$ cat config.mk
export PLATFORM = sky130hd
export DESIGN_NAME = csr_irq_unit
export DESIGN_NICKNAME = d
export VERILOG_FILES = /design/src/rtl/csr_pkg.sv /design/src/rtl/csr_irq_arbiter.sv /design/src/rtl/csr_irq_unit.sv
export SDC_FILE = /design/constraint.sdc
export NUM_CORES = 1
export LEC_CHECK = 0
export BUFFER_PORTS_ARGS = -buffer_cell sky130_fd_sc_hd__buf_2
export CORE_AREA = 4 4 142 144
export CTS_CLUSTER_DIAMETER = 40
export CTS_CLUSTER_SIZE = 8
export DETAILED_ROUTE_END_ITERATION = 7
export DIE_AREA = 0 0 146 148
export HOLD_SLACK_MARGIN = 0.12
export PLACE_DENSITY = 0.76
export SKIP_CTS_REPAIR_TIMING = 1
export SLEW_MARGIN = 20
export SYNTH_ARGS = -nofsm -noshare
export SYNTH_HDL_FRONTEND = slang
export SYNTH_SLANG_ARGS = --single-unit
$ cat constraint.sdc
create_clock -name clk -period 2.3 [get_ports clk]
set_input_delay 0.115 -clock clk [delete_from_list [all_inputs] [get_ports clk]]
set_output_delay 0.115 -clock clk [all_outputs]
set_load 0.05 [all_outputs]
$ cat src/rtl/csr_pkg.sv
// Shared constants and helpers for the machine-mode CSR / interrupt unit.
package csr_pkg;

    // CSR addresses
    localparam logic [11:0] CsrMstatus  = 12'h300;
    localparam logic [11:0] CsrMie      = 12'h304;
    localparam logic [11:0] CsrMtvec    = 12'h305;
    localparam logic [11:0] CsrMscratch = 12'h340;
    localparam logic [11:0] CsrMepc     = 12'h341;
    localparam logic [11:0] CsrMcause   = 12'h342;
    localparam logic [11:0] CsrMip      = 12'h344;
    localparam logic [11:0] CsrMcycle   = 12'hB00;
    localparam logic [11:0] CsrMcycleh  = 12'hB80;

    typedef enum logic [1:0] {
        CsrOpNone = 2'd0,
        CsrOpRw   = 2'd1,
        CsrOpRs   = 2'd2,
        CsrOpRc   = 2'd3
    } csr_op_e;

    localparam int unsigned MstatusMieBit  = 3;
    localparam int unsigned MstatusMpieBit = 7;

    // External line i reports cause / mip / mie bit IrqCauseBase + i
    localparam int unsigned IrqCauseBase = 16;

    localparam logic [31:0] MstatusMppRo = 32'h0000_1800;
    localparam logic [31:0] MtvecWmask   = 32'hFFFF_FFFD;
    localparam logic [31:0] MepcWmask    = 32'hFFFF_FFFC;

    // Writable mie bits for a given number of interrupt lines
    function automatic logic [31:0] mie_wmask(int unsigned n);
        logic [31:0] m;
        m = '0;
        for (int i = 0; i < 16; i++) begin
            if (i < int'(n)) m[IrqCauseBase + i] = 1'b1;
        end
        return m;
    endfunction

    // Read-modify-write value before field masking
    function automatic logic [31:0] csr_update(csr_op_e op, logic [31:0] old_val,
                                               logic [31:0] wdata);
        logic [31:0] r;
        r = old_val;
        case (op)
            CsrOpRw: r = wdata;
            CsrOpRs: r = old_val | wdata;
            CsrOpRc: r = old_val & ~wdata;
            default: r = old_val;
        endcase
        return r;
    endfunction

endpackage

$ cat src/rtl/csr_irq_arbiter.sv
// Fixed-priority interrupt arbiter: lowest pending line index wins.
module csr_irq_arbiter
    import csr_pkg::*;
#(
    parameter int unsigned NUM_IRQ = 4
) (
    input  logic [NUM_IRQ-1:0] pend,
    output logic               any,
    output logic [3:0]         idx
);

    // Scan from the top so the lowest set index is the last assignment
    always_comb begin
        any = |pend;
        idx = '0;
        for (int i = int'(NUM_IRQ) - 1; i >= 0; i--) begin
            if (pend[i]) idx = 4'(i);
        end
    end

endmodule

$ cat src/rtl/csr_irq_unit.sv
// Machine-mode CSR file and prioritised interrupt/trap controller for the MW stage.
// Optional build macro CSR_IRQ_CYCLE_COUNTER_EN adds the 64-bit mcycle/mcycleh counter.
module csr_irq_unit
    import csr_pkg::*;
#(
    parameter int unsigned NUM_IRQ = 4
) (
    input  logic               clk,
    input  logic               rst_n,
    input  logic               instr_valid,
    input  logic [1:0]         csr_op,
    input  logic [11:0]        csr_addr,
    input  logic [31:0]        csr_wdata,
    input  logic               is_mret,
    input  logic [31:0]        pc,
    input  logic [NUM_IRQ-1:0] irq,
    output logic [31:0]        csr_rdata,
    output logic               csr_illegal,
    output logic               redirect_valid,
    output logic [31:0]        redirect_pc
);

    localparam logic [31:0] MieWmask = mie_wmask(NUM_IRQ);

    logic [NUM_IRQ-1:0] irq_s1_q, irq_s2_q;
    logic               mstatus_mie_q, mstatus_mpie_q;
    logic [31:0]        mie_q, mtvec_q, mscratch_q, mepc_q, mcause_q;
    logic               redirect_valid_q;
    logic [31:0]        redirect_pc_q;

    csr_op_e            op;
    logic [31:0]        mip, rdata, wval;
    logic               addr_legal, trap, csr_we, mret;
    logic [NUM_IRQ-1:0] pend_lines;
    logic               irq_any;
    logic [3:0]         irq_idx;
    logic [31:0]        cause_num, trap_base, trap_pc;

`ifdef CSR_IRQ_CYCLE_COUNTER_EN
    logic [63:0]        mcycle_q, mcycle_d;
`endif

    assign op         = csr_op_e'(csr_op);
    assign pend_lines = irq_s2_q & mie_q[IrqCauseBase +: NUM_IRQ];

    csr_irq_arbiter #(
        .NUM_IRQ (NUM_IRQ)
    ) u_arb (
        .pend (pend_lines),
        .any  (irq_any),
        .idx  (irq_idx)
    );

    // Two-flop synchroniser for the asynchronous request lines
    always_ff @(posedge clk or negedge rst_n) begin
        if (!rst_n) begin
            irq_s1_q <= '0;
            irq_s2_q <= '0;
        end else begin
            irq_s1_q <= irq;
            irq_s2_q <= irq_s1_q;
        end
    end

    // Zero-latency CSR read mux and address decode
    always_comb begin
        mip = '0;
        mip[IrqCauseBase +: NUM_IRQ] = irq_s2_q;
        rdata      = '0;
        addr_legal = 1'b1;
        case (csr_addr)
            CsrMstatus: begin
                rdata = MstatusMppRo;
                rdata[MstatusMieBit]  = mstatus_mie_q;
                rdata[MstatusMpieBit] = mstatus_mpie_q;
            end
            CsrMie:      rdata = mie_q;
            CsrMtvec:    rdata = mtvec_q;
            CsrMscratch: rdata = mscratch_q;
            CsrMepc:     rdata = mepc_q;
            CsrMcause:   rdata = mcause_q;
            CsrMip:      rdata = mip;
`ifdef CSR_IRQ_CYCLE_COUNTER_EN
            CsrMcycle:   rdata = mcycle_q[31:0];
            CsrMcycleh:  rdata = mcycle_q[63:32];
`endif
            default:     addr_legal = 1'b0;
        endcase
    end

    assign csr_rdata   = rdata;
    assign csr_illegal = !addr_legal && (op != CsrOpNone);
    assign wval        = csr_update(op, rdata, csr_wdata);

    // The MW instruction is squashed while a redirect is in flight; a trap pre-empts it
    assign trap   = instr_valid && mstatus_mie_q && irq_any && !redirect_valid_q;
    assign csr_we = instr_valid && (op != CsrOpNone) && addr_legal && !trap && !redirect_valid_q;
    assign mret   = instr_valid && is_mret && !trap && !redirect_valid_q;

    assign cause_num = 32'(IrqCauseBase) + 32'(irq_idx);
    assign trap_base = {mtvec_q[31:2], 2'b00};
    assign trap_pc   = mtvec_q[0] ? trap_base + (cause_num << 2) : trap_base;

    // CSR state: trap entry first, otherwise the committed CSR write or MRET
    always_ff @(posedge clk or negedge rst_n) begin
        if (!rst_n) begin
            mstatus_mie_q  <= 1'b0;
            mstatus_mpie_q <= 1'b0;
            mie_q          <= '0;
            mtvec_q        <= '0;
            mscratch_q     <= '0;
            mepc_q         <= '0;
            mcause_q       <= '0;
        end else if (trap) begin
            mepc_q         <= pc & MepcWmask;
            mcause_q       <= {1'b1, cause_num[30:0]};
            mstatus_mpie_q <= mstatus_mie_q;
            mstatus_mie_q  <= 1'b0;
        end else begin
            if (csr_we) begin
                case (csr_addr)
                    CsrMstatus: begin
                        mstatus_mie_q  <= wval[MstatusMieBit];
                        mstatus_mpie_q <= wval[MstatusMpieBit];
                    end
                    CsrMie:      mie_q      <= wval & MieWmask;
                    CsrMtvec:    mtvec_q    <= wval & MtvecWmask;
                    CsrMscratch: mscratch_q <= wval;
                    CsrMepc:     mepc_q     <= wval & MepcWmask;
                    CsrMcause:   mcause_q   <= wval;
                    default: ;
                endcase
            end
            if (mret) begin
                mstatus_mie_q  <= mstatus_mpie_q;
                mstatus_mpie_q <= 1'b1;
            end
        end
    end

    // One-cycle registered PC redirect to fetch
    always_ff @(posedge clk or negedge rst_n) begin
        if (!rst_n) begin
            redirect_valid_q <= 1'b0;
            redirect_pc_q    <= '0;
        end else begin
            redirect_valid_q <= trap || mret;
            if (trap) begin
                redirect_pc_q <= trap_pc;
            end else if (mret) begin
                redirect_pc_q <= mepc_q;
            end
        end
    end

    assign redirect_valid = redirect_valid_q;
    assign redirect_pc    = redirect_pc_q;

`ifdef CSR_IRQ_CYCLE_COUNTER_EN
    // Free-running counter; a write to either half wins over the increment for that half
    always_comb begin
        mcycle_d = mcycle_q + 64'd1;
        if (csr_we && (csr_addr == CsrMcycle))  mcycle_d[31:0]  = wval;
        if (csr_we && (csr_addr == CsrMcycleh)) mcycle_d[63:32] = wval;
    end

    // Cycle counter state
    always_ff @(posedge clk or negedge rst_n) begin
        if (!rst_n) begin
            mcycle_q <= '0;
        end else begin
            mcycle_q <= mcycle_d;
        end
    end
`endif

endmodule

# Yosys cells after proc, flatten, opt, wreduce, memory -nomap -nowiden
# Cells that the tools add are included.
[word_totals]
regBits = 174
latch_bits = 0
mem_bits_rw = 0
romBits = 0
inputBits = 86
output_inout_bits = 66
word_cells = 82
memories = 0
[classes]
add_sub_neg = 2
multipliers = 0
n_div = 0
n_lt_le_gt_ge = 0
eq_ne = 10
n_shift = 0
n_mux = 24
n_bitwise = 5
reduce_logical = 30
[op_table]
columns = ["op", "count"]
rows = [
  ["two-way mux 32 bit", 9],
  ["case mux 32 bit (7 select lines)", 1],
  ["case mux 32 bit (3 select lines)", 1],
  ["equality test 12 x 10 -> 1 bit, second input constant", 7],
  ["adder 32 x 8 -> 32 bit", 1],
  ["bitwise AND 32 bit", 1],
  ["inverter 32 bit", 1],
  ["OR 32 bit", 1],
  ["logical AND 1 bit", 11],
  ["nonzero test 2 bit", 5],
  ["two-way mux 1 bit", 9],
  ["AND reduction 3 bit", 3],
  ["two-way mux 2 bit", 4],
  ["OR reduction 7 bit", 1],
  ["adder 5 x 4 -> 6 bit, first input constant", 1],
  ["AND reduction 2 bit", 3],
  ["nonzero test 3 bit", 2],
  ["bitwise AND 4 bit", 1],
  ["equality test 2 bit, second input constant", 2],
  ["OR reduction 4 bit", 1],
  ["logical NOT 1 bit", 3],
  ["equality test 2 x 1 -> 1 bit, second input constant", 1],
  ["logical OR 1 bit", 1],
  ["inverter 1 bit", 1],
]

# Longest topological paths before layout
# Gate-level depths: netlist of the first run.
[logic_depth]
ltp_word = 10
ltp_mapped = 12
depth_no_buf = 11

# Hierarchy
# Synthesis of the first run repeated with hierarchy kept, for this count alone.
[unflattened]
hier_cells = 1070
area_unflattened_um2 = 9934.5
[by_module_without_submodules]
columns = ["mod", "n_inst", "cells_each", "area_per_inst_um2", "seq_area_each_um2"]
rows = [
  ["csr_irq_unit", 1, 1060, 9880.7, 4254.1],
  ["csr_irq_arbiter", 1, 10, 53.8, 0.0],
]

# Worst setup path after synthesis of the first run
# OpenSTA, ideal clock, no wires.
[synth_timing]
kind = "register to register"
start = "register mie_q[17]"
end = "register redirect_pc_q[24], in the netlist redirect_pc[24]"
setup_ps = 135
arrival_ps = 2310
t_required_ps = 2165
path_slack_ps = -145
path_stages_with_launch = 11
path_buffers = 1
synth_period_minus_slack_ps = 2445
path_cell_list = "dfrtp_1 a22o_1 nor2b_1 inv_1 fa_1 and3b_1 o2111ai_1 clkbuf_1 nor3b_1 xnor2_1 o21ai_0"
[synth_via]
elab_chain_cells = 8
elab_cells_between_ends = 14
cone_classes = "add/sub: 2; mux: 4; bitwise: 1; reduce/logical: 7"
[synth_lines]
columns = ["element", "line_no", "text"]
rows = [
  ["start, declared", "csr_irq_unit.sv:27", "logic [31:0] mie_q, mtvec_q, mscratch_q, mepc_q, mcause_q;"],
  ["start signal, assigned", "csr_irq_unit.sv:126", "CsrMie: mie_q <= wval & MieWmask;"],
  ["bitwise AND 4 bit (*)", "csr_irq_unit.sv:44", "assign pend_lines = irq_s2_q & mie_q[IrqCauseBase +: NUM_IRQ];"],
  ["parallel branches: the longest is 7 deep, another holds adder 32 x 8 -> 32 bit", "-", ""],
  ["end signal, assigned", "csr_irq_unit.sv:149", "redirect_pc_q <= trap_pc;"],
  ["end signal, assigned", "csr_irq_unit.sv:151", "redirect_pc_q <= mepc_q;"],
  ["end, declared", "csr_irq_unit.sv:29", "logic [31:0] redirect_pc_q;"],
]
# Every way passes the cells marked *.
# A chain may end at the register's enable or synchronous reset.

# Worst setup path in the final report of the first run
[layout_timing]
start = "register irq_s2_q[2]"
end = "register redirect_pc_q[24], in the netlist redirect_pc[24]"
[layout_via]
elab_chain_cells = 8
elab_cells_between_ends = 15
cone_classes = "add/sub: 2; mux: 5; bitwise: 1; reduce/logical: 7"
[layout_lines]
columns = ["element", "line_no", "text"]
rows = [
  ["start, declared", "csr_irq_unit.sv:25", "logic [NUM_IRQ-1:0] irq_s1_q, irq_s2_q;"],
  ["start signal, assigned", "csr_irq_unit.sv:61", "irq_s2_q <= irq_s1_q;"],
  ["bitwise AND 4 bit (*)", "csr_irq_unit.sv:44", ""],
  ["two-way mux 2 bit / OR reduction 4 bit (equally long branches)", "csr_irq_arbiter.sv:17, csr_irq_arbiter.sv:14", ""],
  ["two-way mux 2 bit / logical AND 1 bit (equally long branches) (2 in a row)", "csr_irq_arbiter.sv:17, csr_irq_unit.sv:96", ""],
  ["adder 5 x 4 -> 6 bit / logical NOT 1 bit (equally long branches)", "csr_irq_unit.sv:100, csr_irq_unit.sv:98", ""],
  ["adder 32 x 8 -> 32 bit / logical AND 1 bit (equally long branches)", "csr_irq_unit.sv:102, csr_irq_unit.sv:98", ""],
  ["two-way mux 32 bit / logical AND 1 bit (equally long branches)", "csr_irq_unit.sv:102, csr_irq_unit.sv:98", ""],
  ["two-way mux 32 bit / nonzero test 2 bit (equally long branches)", "-", ""],
]
# Mark *: on every way between the ends. The rest lies on a longest branch, timed or not.

==> results of run 1 <==
## how the worst min path moves through the flow
stage | start | endpoint | depth (start not counted)
final | csr_wdata[9] | mtvec_q[9] | 4
after global routing | csr_wdata[0] | mtvec_q[0] | 4
after CTS | rst_n | mscratch_q[14] | 1
after detailed placement | rst_n | mcause_q[15] | 1
after global placement | rst_n | mcause_q[14] | 1
after floorplan | rst_n | irq_s1_q[0] | 0
## area by class of cell
class | instances | area (um2)
Inverter | 31 | 116.4
Sequential cell | 170 | 4254
Timing Repair Buffer | 278 | 1938
Clock inverter | 15 | 185.2
Tap cell | 234 | 292.8
Multi-Input combinational cell | 699 | 5075
Clock buffer | 17 | 425.4
Fill cell | 1455 | 6419
## logic make-up (layout without fill, tap and decap cells)
kind of cell               after synthesis  in the layout  share of synthesized area [%]
and+or+nand+nor                        284            284                          15.39
AOI/OAI and AO/OA                      280            280                          20.80
DFF                                    170            170                          44.09
buffers and inverters                  120            341                          5.874
muxes                                   70             70                          7.897
xor gates and xnor gates                60             60                          5.446
adders and majority gates                3              3                         0.4668
other                                    1              2                        0.03886
## routing by layer
| layer | wire length [um] | part of all wire (%) | vias up |
|---|---|---|---|
| met4 | 1256 | 4.0 | 0 |
| li1 | - | - | 4043 |
| met1 | 12490 | 39 | 4449 |
| met5 | 0 | 0 | - |
| met2 | 14920 | 47 | 505 |
| met3 | 2982 | 9.4 | 101 |
## synthesized netlist by cell type, drive strengths merged, types with 21 or more instances
library cell  count  area share (%)
mux2             49             5.7
buf              43             2.8
a22oi            32             2.6
dfrtp           170              44
nand2           130             5.1
mux2i            21             2.2
xnor2            60             5.4
clkbuf           46             1.9
nand3            36             1.9
o21ai           109             5.8
a22o             39             3.5
inv              31             1.2
## tightest hold or removal path: stages
cell     delay [ns]
buf_2          0.11
nand2_1        0.05
a22o_1         0.21
o21ai_1        0.07
## report_power, final
part	leakage (nW)	total [W]	internal, W	switching, W
Combinational	3.23	0.000655	0.000269	0.000386
Sequential	2.35	0.00303	0.00301	0.0000183
Clock	0.296	0.00302	0.00173	0.00129
## metrics by stage
stage	TNS, ns	setup slack [ns]
2_1_floorplan	-0.2285	-0.06727
3_3_place_gp	-3.667	-0.3530
3_5_place_dp	-6.115	-0.4549
4_1_cts	-6.584	-0.4742
5_1_grt	-5.716	-0.3677
6_report	-3.397	-0.2852
## sequential cells by signal (all words and copies together), names as in the netlist
signal          count
irq_s2_q            4
mepc_q             30
redirect_pc        30
mstatus_mie_q       1
irq_s1_q            4
mtvec_q            31
redirect_valid      1
mstatus_mpie_q      1
mcause_q           32
mscratch_q         32
mie_q               4
==> impl_metrics.csv, run 1 <==
group,metric,value,unit
outcome,status,"finished with violations",
outcome,violations,"DRC, setup timing",
worst_setup_path,timing.rr.start,"irq_s2_q[2]",
clock_network,htreeDepth,4,
worst_hold_path,hold_path.class,"in -> reg",
sta,min_period,2.585,ns
place,port_buffers,147,
sta,final_hold_viol_count,0,
grt,grt_use_total,28.04,%
sta,slew_viol_final,0,
sta,finClkSkew,0.01276,ns
pwr,power,0.006704,W
die,placementRows,50,
grt,grt_use_met3,6.928,%
clock_network,cts.sink_count,170,
route,drtIter0Drc,1076,
worst_setup_path,arrival,2.89,ns
pwr,power_density,545.6,mW/mm2
finish,final_cell_mix,"170 x dfrtp_1, 146 x buf_2, 130 x nand2_1",
place,dp_cells,1361,
place,gp_congestion,0.9208,
worst_setup_path,worstPathRequired,2.61,ns
grt,grt-busiest-layer,"met2",
worst_setup_path,reg2reg_depth,12,
grt,met2_usage,44.24,%
worst_setup_path,reg2reg_to,"redirect_pc[24]",
sta,hold_ws,0.1538,ns
worst_setup_path,critical_path.max_stage_delay,0.39,ns
route,wl,31.64,mm
grt,grt_pass1_wl,47.35,mm
die,fp.dieW,146,um
sta,setup_viol,23,
route,via_per_inst,6.301,
route,wl_per_cell,21.91,um
grt,grt_overflow,0,
grt,use_met1,37.12,%
grt,antenna_found_initial,0,
clock_network,clk_pin_slew_worst_paths,0.07,ns
pwr,power.static_leakage,5.875,nW
worst_setup_path,critPathTopFamily,"compound AO/OA/AOI/OAI gates",
worst_setup_path,cp_max_fo,5,
clock_network,cts_max_path_buffers,2,
grt,grt_pass1_vias,8659,
die,core,0.01871,mm2
yosys,synth_seq_cells,170,
route,remaining_drc_errors,3,
finish,design_area,0.01229,mm2
worst_setup_path,critPathLaunchType,"flip-flop",
worst_setup_path,cp-startpoint,"irq_s2_q[2]",
finish,drive_above_1_share,31.32,%
sta,rsz0062_at_grt,"true",
yosys,synth_area,0.009649,mm2
clock_network,cts_root_buf,"clkbuf_16",
yosys,postSynthAreaPerCell,9.766,um2
worst_setup_path,worstSetupEndpoint,"redirect_pc[24]",
worst_setup_path,cp-end-kind,"flip-flop",
route,dr.pass1.iters,8,
finish,finalNonFillerCells,1444,
finish,synthToLayoutAreaGrowth,27.33,%
finish,finish.utilization,65.69,%
yosys,synthDistinctLibCells,73,
route,final_antenna_net_count,0,
sta,tightestPinTransition,0.6641,ns
yosys,synth-edff-count,0,
pwr,ir_drop,0.5091,mV
sta,fmax,386.8,MHz
sta,setup_ws,-0.2852,ns
clock_network,cts_tree,"done",
route,vias,9098,
die,start_util,51.59,%
finish,n_antenna_cell,0,
yosys,async_flop_share,100.0,%
grt,grt_max_degree,62,
place,post_dp_cell_area,0.01094,mm2
worst_setup_path,path_cells,"nand2_1 -> a32oi_1 -> a21oi_2 -> ha_2 -> inv_2 -> fa_2 -> and3b_2 -> o2111ai_4 -> buf_6 -> nor3b_2 -> xnor2_1 -> o21ai_1",
sta,finalCritPeriodShare,112.4,%
place,hpwl,21.60,mm
sta,relSlewSlack,55.73,%
finish,layout_commonest_cell,"dfrtp_1",
worst_setup_path,crit_path_top_delay_cell,"dfrtp_1",
flow_run,drv_cap,0,
die,dieArea,0.02161,mm2
yosys,synthCells,988,
die,dieHeight,148,um
clock_network,insertion_delay,0.44,ns
yosys,yosys_warnings,0,
yosys,synth_ff_type,"dfrtp_1",
finish,layout.nets,1286,
worst_setup_path,r2r_slack,-0.29,ns
clock_network,cts_inserted_buffers,17,
worst_setup_path,path_class,"reg -> reg",
worst_setup_path,cp_num_buf_inv,2,
die,io_pins,152,
worst_setup_path,crit_cells,12,
yosys,ys_seq_area_share,44.09,%
(Power assumes the default switching activity.)
==> inputs of run 2 (changes only) <==
Settings changed: ABC_AREA set to 1, CORE_AREA 4 4 142 144 to 4 4 146 148, DIE_AREA 0 0 146 148 to 0 0 150 152, PLACE_DENSITY 0.76 to 0.77.
==> run 2 against run 1 <==
The run ends with setup timing left. Clock power fell by 4%. Non-clock buffer count down 11. Global-route usage rose by 6.0 points. Die area up 5.5%. Sequential cell count did not move. Routed wire length grew 25%. Critical path depth increased by 3. Utilization decreased by 0.81 points. Critical path type unchanged. Critical endpoint is now redirect_pc[28]. Largest cell class unchanged. Largest power group unchanged.
==> impl_metrics.csv, run 2 <==
group,metric,value,unit
yosys,ys_top_cells_by_count,"573 x nand2_1, 180 x inv_1, 170 x dfrtp_1",
sta,rsz0062_at_grt,"true",
pwr,pwr-share-comb,7.7,%
die,dieArea,0.02280,mm2
yosys,yosys_warnings,0,
yosys,async_flop_share,100.0,%
sta,relSlewSlack,64.38,%
place,post_dp_cell_area,0.01190,mm2
sta,setup_viol,16,
pwr,power_density,492.3,mW/mm2
clock_network,cts.sink_count,170,
yosys,synth.area.top_cells,"dfrtp_1 41%, nand2_1 21%, inv_1 6.4%",
finish,n_antenna_cell,0,
sta,fmax,389.3,MHz
grt,grt_max_degree,51,
sta,min_period,2.569,ns
worst_setup_path,r2r_slack,-0.27,ns
place,dp_slack,-0.3756,ns
grt,antenna_found_initial,0,
clock_network,cts_max_path_buffers,2,
sta,tightestPinTransition,0.5343,ns
place,gp_congestion,0.9941,
route,vias,11670,
yosys,synth-edff-count,0,
die,core,0.02004,mm2
worst_hold_path,hp-start,"csr_wdata[14]",
sta,final_hold_viol_count,0,
place,hpwl,28.18,mm
grt,grt_pass1_wl,60.83,mm
worst_setup_path,cp_num_buf_inv,3,
finish,largestRegisters,"mcause_q x32, mscratch_q x32, mtvec_q x31",
yosys,postSynthAreaPerCell,6.895,um2
clock_network,htreeDepth,4,
pwr,p_sw,0.001558,W
sta,fin_tns_setup,-2.339,ns
clock_network,clk_pin_slew_worst_paths,0.07,ns
worst_setup_path,timing.rr.start,"mie_q[18]",
route,final_antenna_net_count,0,
yosys,synth_most_common_cell,"nand2_1",
outcome,status,"finished with violations",
worst_setup_path,crit_path_top_delay_cell,"dfrtp_1",
sta,slew_viol_final,0,
yosys,synth_seq_cells,170,
yosys,synth_ff_type,"dfrtp_1",
sta,finalCritPeriodShare,111.7,%
route,remaining_drc_errors,0,
yosys,synthDistinctLibCells,46,
sta,setup_ws,-0.2690,ns
worst_setup_path,critical_path.max_stage_delay,0.40,ns
yosys,yosysTopAreaCell,"dfrtp_1",
pwr,power_frac_clock,45.2,%
pwr,power.static_leakage,6.903,nW
route,wl_per_cell,19.61,um
yosys,ys_seq_area_share,40.59,%
die,fp.dieW,150,um
worst_setup_path,critPathTopFamily,"simple AND/OR/NAND/NOR gates",
route,dr.pass1.iters,6,
clock_network,insertion_delay,0.44,ns
worst_setup_path,worstPathRequired,2.61,ns
worst_setup_path,reg2reg_depth,15,
outcome,violations,"setup timing",
worst_setup_path,path_class,"reg -> reg",
clock_network,cts_root_buf,"clkbuf_16",
worst_hold_path,hold_path.class,"in -> reg",
clock_network,cts_inserted_buffers,17,
worst_setup_path,critPathLaunchType,"flip-flop",
finish,drive_above_1_share,18.83,%
die,io_pins,152,
pwr,swShare,24.34,%
flow_run,drv_cap,0,
die,start_util,52.30,%
die,placementRows,52,
grt,grt_use_total,34.08,%
route,via_per_inst,5.785,
worst_setup_path,cp_max_fo,4,
grt,grt_pass1_vias,11170,
finish,final_cell_mix,"564 x nand2_1, 177 x inv_1, 170 x dfrtp_1",
pwr,cellInternalPower,0.004842,W
yosys,synth_area,0.01048,mm2
route,drtIter0Drc,1544,
yosys,synthCells,1520,
pwr,ir_drop,0.5090,mV
die,dieHeight,152,um
worst_setup_path,arrival,2.88,ns
finish,layout_commonest_cell,"nand2_1",
worst_hold_path,min_path_cells,5,
finish,synthToLayoutAreaGrowth,24.05,%
worst_setup_path,cp-end-kind,"flip-flop",
grt,grt_overflow,0,
yosys,yosysTopAreaCellShare,40.59,%
place,port_buffers,147,
worst_hold_path,whs_endpoint,"mcause_q[14]",
finish,design_area,0.01300,mm2
pwr,power_frac_seq,47.1,%
finish,layout.nets,1825,
clock_network,cts_tree,"done",
worst_setup_path,reg2reg_to,"redirect_pc[28]",
sta,finClkSkew,0.008235,ns
route,wl,39.56,mm
worst_setup_path,path_cells,"nand2_2 -> nand3_2 -> a21boi_2 -> ha_2 -> inv_2 -> fa_2 -> inv_2 -> nand3_4 -> a21oi_4 -> nand2_4 -> nor3_4 -> buf_6 -> nand3_1 -> nand3_2 -> o211ai_1",
run 2: changes by cell type after synthesis, sizes merged, moves of 17 or more:
cell	before	now
nand3	36	89
xnor2	60	0
o21ai	109	202
nor2	16	66
clkbuf	46	29
mux2	49	0
a22o	39	2
mux2i	21	0
nand2	130	580
o22ai	0	17
inv	31	192
a222oi	17	0
run 2: worst max path at each step:
stage,startpoint,to,slack (ns),depth (start not counted)
CTS,mie_q[18],redirect_pc[22],-0.39,15
floorplan,mie_q[18],redirect_pc[22],-0.01,15
global route,mie_q[19],redirect_pc[28],-0.43,15
detailed placement,mie_q[18],redirect_pc[22],-0.38,15
finish,mie_q[18],redirect_pc[28],-0.27,15
global placement,mie_q[18],redirect_pc[22],-0.31,15
run 2: logic make-up (layout without fill, tap and decap cells):
kind of cell / after synthesis / after routing / synth area share, %
AO/OA/AOI/OAI: 311 / 311 / 17.40
XOR/XNOR: 7 / 7 / 0.5850
flip-flops: 170 / 170 / 40.59
other: 1 / 2 / 0.03578
adder cells (fa/ha/maj): 3 / 3 / 0.4298
AND/OR/NAND/NOR: 763 / 763 / 30.19
buffers and inverters: 265 / 491 / 10.77
run 2: per-stage QoR:
stage               hold slack (ns)  power (W)  std cells  util (%)
CTS                         -0.3514   0.006336       1972     62.23
finish                      0.09372   0.006400       2017     64.87
global placement             0.1159   0.003499       1942     59.39
detailed placement           0.1060   0.003505       1942     59.39
floorplan                   -0.1806   0.003249       1521         -
global route                 0.1230   0.006564       2017     64.87
run 2: cell type report:
class / count / area, um2
multi-input combinational: 1086 / 5206
tap: 270 / 337.8
sequential: 170 / 4254
fill: 1841 / 7039
clock buffer: 23 / 478.0
timing repair buffer: 267 / 1904
clock inverter: 7 / 91.34
inverter: 194 / 728.2
run 2: routing by layer:
layer	GRT usage, %	part of all wire (%)	vias to the layer above
li1	-	-	5357
met5	0	0	-
met4	14.55	4.5	0
met2	53.69	46	753
met1	45.31	38	5401
met3	7.566	12	158
run 2: worst min-delay path: cells and delay by family:
kind	cells	cell delay (ns)
and+or+nand+nor	3	0.24
buffers and inverters	1	0.08
AOI/OAI and AO/OA	1	0.06
run 2: power groups by stage:
| stage | Combinational, W | Sequential [W] | Clock, W |
|---|---|---|---|
| after floorplan | 0.000170 | 0.00308 | 0 |
| after global placement | 0.000428 | 0.00307 | 0 |
| after detailed placement | 0.000434 | 0.00307 | 0 |
| after CTS | 0.000437 | 0.00302 | 0.00288 |
| after global routing | 0.000535 | 0.00302 | 0.00301 |
| final | 0.000493 | 0.00302 | 0.00289 |
==> inputs of run 3 (changes only) <==
==> constraint.sdc (replaced) <==
create_clock -name clk -period 2.3 [get_ports clk]
set_input_delay 0.46 -clock clk [delete_from_list [all_inputs] [get_ports clk]]
set_output_delay 0.46 -clock clk [all_outputs]
set_load 0.05 [all_outputs]
==> run 3 against run 2 <==
The run still ends with setup timing left. Routed wire length grew 5.5%. Critical path depth grew 1. Global-route usage grew 0.63 points. Power grew 4.3%. Final cell count grew 1.5%. Critical path type unchanged. Largest power group is now the clock network.
==> impl_metrics.csv, run 3 (synthesis results as in run 2) <==
group,metric,value,unit
outcome,status,"finished with violations",
outcome,violations,"setup timing",
route,vias,12200,
route,dr.pass1.iters,5,
finish,drive_above_1_share,27.41,%
pwr,power,0.006677,W
place,dp_cells,1985,
clock_network,cts_tree,"done",
place,hpwl,27.96,mm
grt,grt_pass1_vias,11410,
pwr,ir_drop,0.4525,mV
finish,synthToLayoutAreaGrowth,35.74,%
clock_network,clk_pin_slew_worst_paths,0.07,ns
die,io_pins,152,
die,core,0.02004,mm2
finish,layout_commonest_cell,"nand2_1",
clock_network,insertion_delay,0.45,ns
sta,final_hold_viol_count,0,
worst_setup_path,path_class,"reg -> reg",
grt,grt_overflow,0,
flow_run,drv_cap,0,
clock_network,cts.sink_count,170,
sta,slew_viol_final,0,
die,dieArea,0.02280,mm2
finish,finalNonFillerCells,2048,
grt,grt_use_total,34.71,%
finish,layout.nets,1853,
clock_network,cts_inserted_buffers,17,
worst_hold_path,hold_path.class,"in -> reg",
sta,relSlewSlack,52.18,%
finish,final_cell_mix,"539 x nand2_1, 170 x dfrtp_1, 168 x inv_1",
grt,antenna_found_initial,0,
worst_setup_path,worstPathRequired,2.62,ns
route,wl_per_cell,20.38,um
clock_network,htreeDepth,4,
grt,grt_pass1_wl,62.06,mm
grt,grt_max_degree,55,
pwr,power_density,469.3,mW/mm2
pwr,power.static_leakage,7.443,nW
sta,fmax,378.0,MHz
sta,setup_viol,46,
route,via_per_inst,5.957,
clock_network,cts_root_buf,"clkbuf_16",
place,port_buffers,147,
worst_setup_path,critPathLaunchType,"flip-flop",
finish,largestRegisters,"mcause_q x32, mscratch_q x32, mtvec_q x31",
worst_setup_path,cp_max_fo,4,
sta,min_period,2.646,ns
route,remaining_drc_errors,0,
route,wl,41.74,mm
place,gp_congestion,0.9772,
worst_setup_path,cp-end-kind,"flip-flop",
sta,rsz0062_at_grt,"true",
clock_network,cts_max_path_buffers,2,
sta,finClkSkew,0.01118,ns
sta,finalCritPeriodShare,115.0,%
worst_setup_path,arrival,2.96,ns
route,drtIter0Drc,1431,
die,start_util,52.30,%
sta,setup_ws,-0.3456,ns
die,dieHeight,152,um
route,final_antenna_net_count,0,
die,placementRows,52,
sta,tightestPinTransition,0.7156,ns
die,fp.dieW,150,um
run 3: cell count changes in the layout (fill, tap and decap cells not counted), moves of 10 or more:
cell,previous run,this run
buf_2,146,109
o21ai_0,133,121
o221ai_1,15,2
nand2_1,564,539
o2111ai_1,11,1
buf_6,2,41
o221ai_2,0,11
o22ai_1,17,2
buf_4,68,108
dlygate4sd3_1,38,5
o22ai_2,0,11
nand2_2,14,30
run 3: final timing paths:
path,startpoint,to,slack (ns),cells after the start
worst max-delay path,irq_s2_q[2],redirect_pc[28],-0.35,16
worst min-delay path,pc[29],mepc_q[29],0.24,3
worst max register to register,irq_s2_q[2],redirect_pc[28],-0.35,16
worst min register to register,irq_s1_q[0],irq_s2_q[0],0.36,0
max in group asynchronous,rst_n,mtvec_q[4],1.08,3
min in group asynchronous,rst_n,mscratch_q[10],0.58,2
run 3: final cells by class:
class | count | area (um2)
multi-input cells | 1087 | 5787
repair buffers | 294 | 2454
diodes | 1 | 2.502
clock buffers | 21 | 470.5
clock inverters | 11 | 156.4
flip-flops and latches | 170 | 4254
inverters | 194 | 764.5
fillers | 1636 | 5813
well taps | 270 | 337.8
run 3: per-stage QoR:
step                      utilization [%]  TNS [ns]  hold WS, ns  worst slack [ns]  instance area [um2]
after floorplan                         -    -2.894       0.1644           -0.2276                10650
after global placement              61.84    -8.104       0.3349           -0.3021                12390
after detailed placement            61.84    -10.81       0.3451           -0.3571                12390
after CTS                           64.97    -8.332      0.01568           -0.4230                13020
after global routing                70.98    -10.45       0.2442           -0.4973                14220
final                               70.99    -5.344       0.2375           -0.3456                14230
run 3: per-layer routing:
layer	track usage, %	routed length (um)
met2	53.69	19090
met3	7.775	5126
met1	46.45	15290
met5	0	36
met4	16.03	2197
run 3: power by group:
part / internal (W) / leakage [nW] / switching [W]
clock: 0.00182 / 0.303 / 0.00135
sequential: 0.00300 / 2.01 / 0.0000133
combinational: 0.000160 / 5.13 / 0.000338
total: 0.00498 / 7.44 / 0.00170
run 3: critical path: stages, from the launching register on:
cell,delay [ns]
dfrtp_1,0.40
nand2_2,0.08
nand3_2,0.06
a21boi_2,0.13
buf_4,0.15
ha_4,0.14
inv_4,0.04
fa_2,0.36
inv_2,0.09
nand3_4,0.08
a21oi_4,0.21
nand2_2,0.11
nor3_4,0.28
buf_6,0.14
nand3_1,0.05
nand3_1,0.09
o211ai_1,0.09
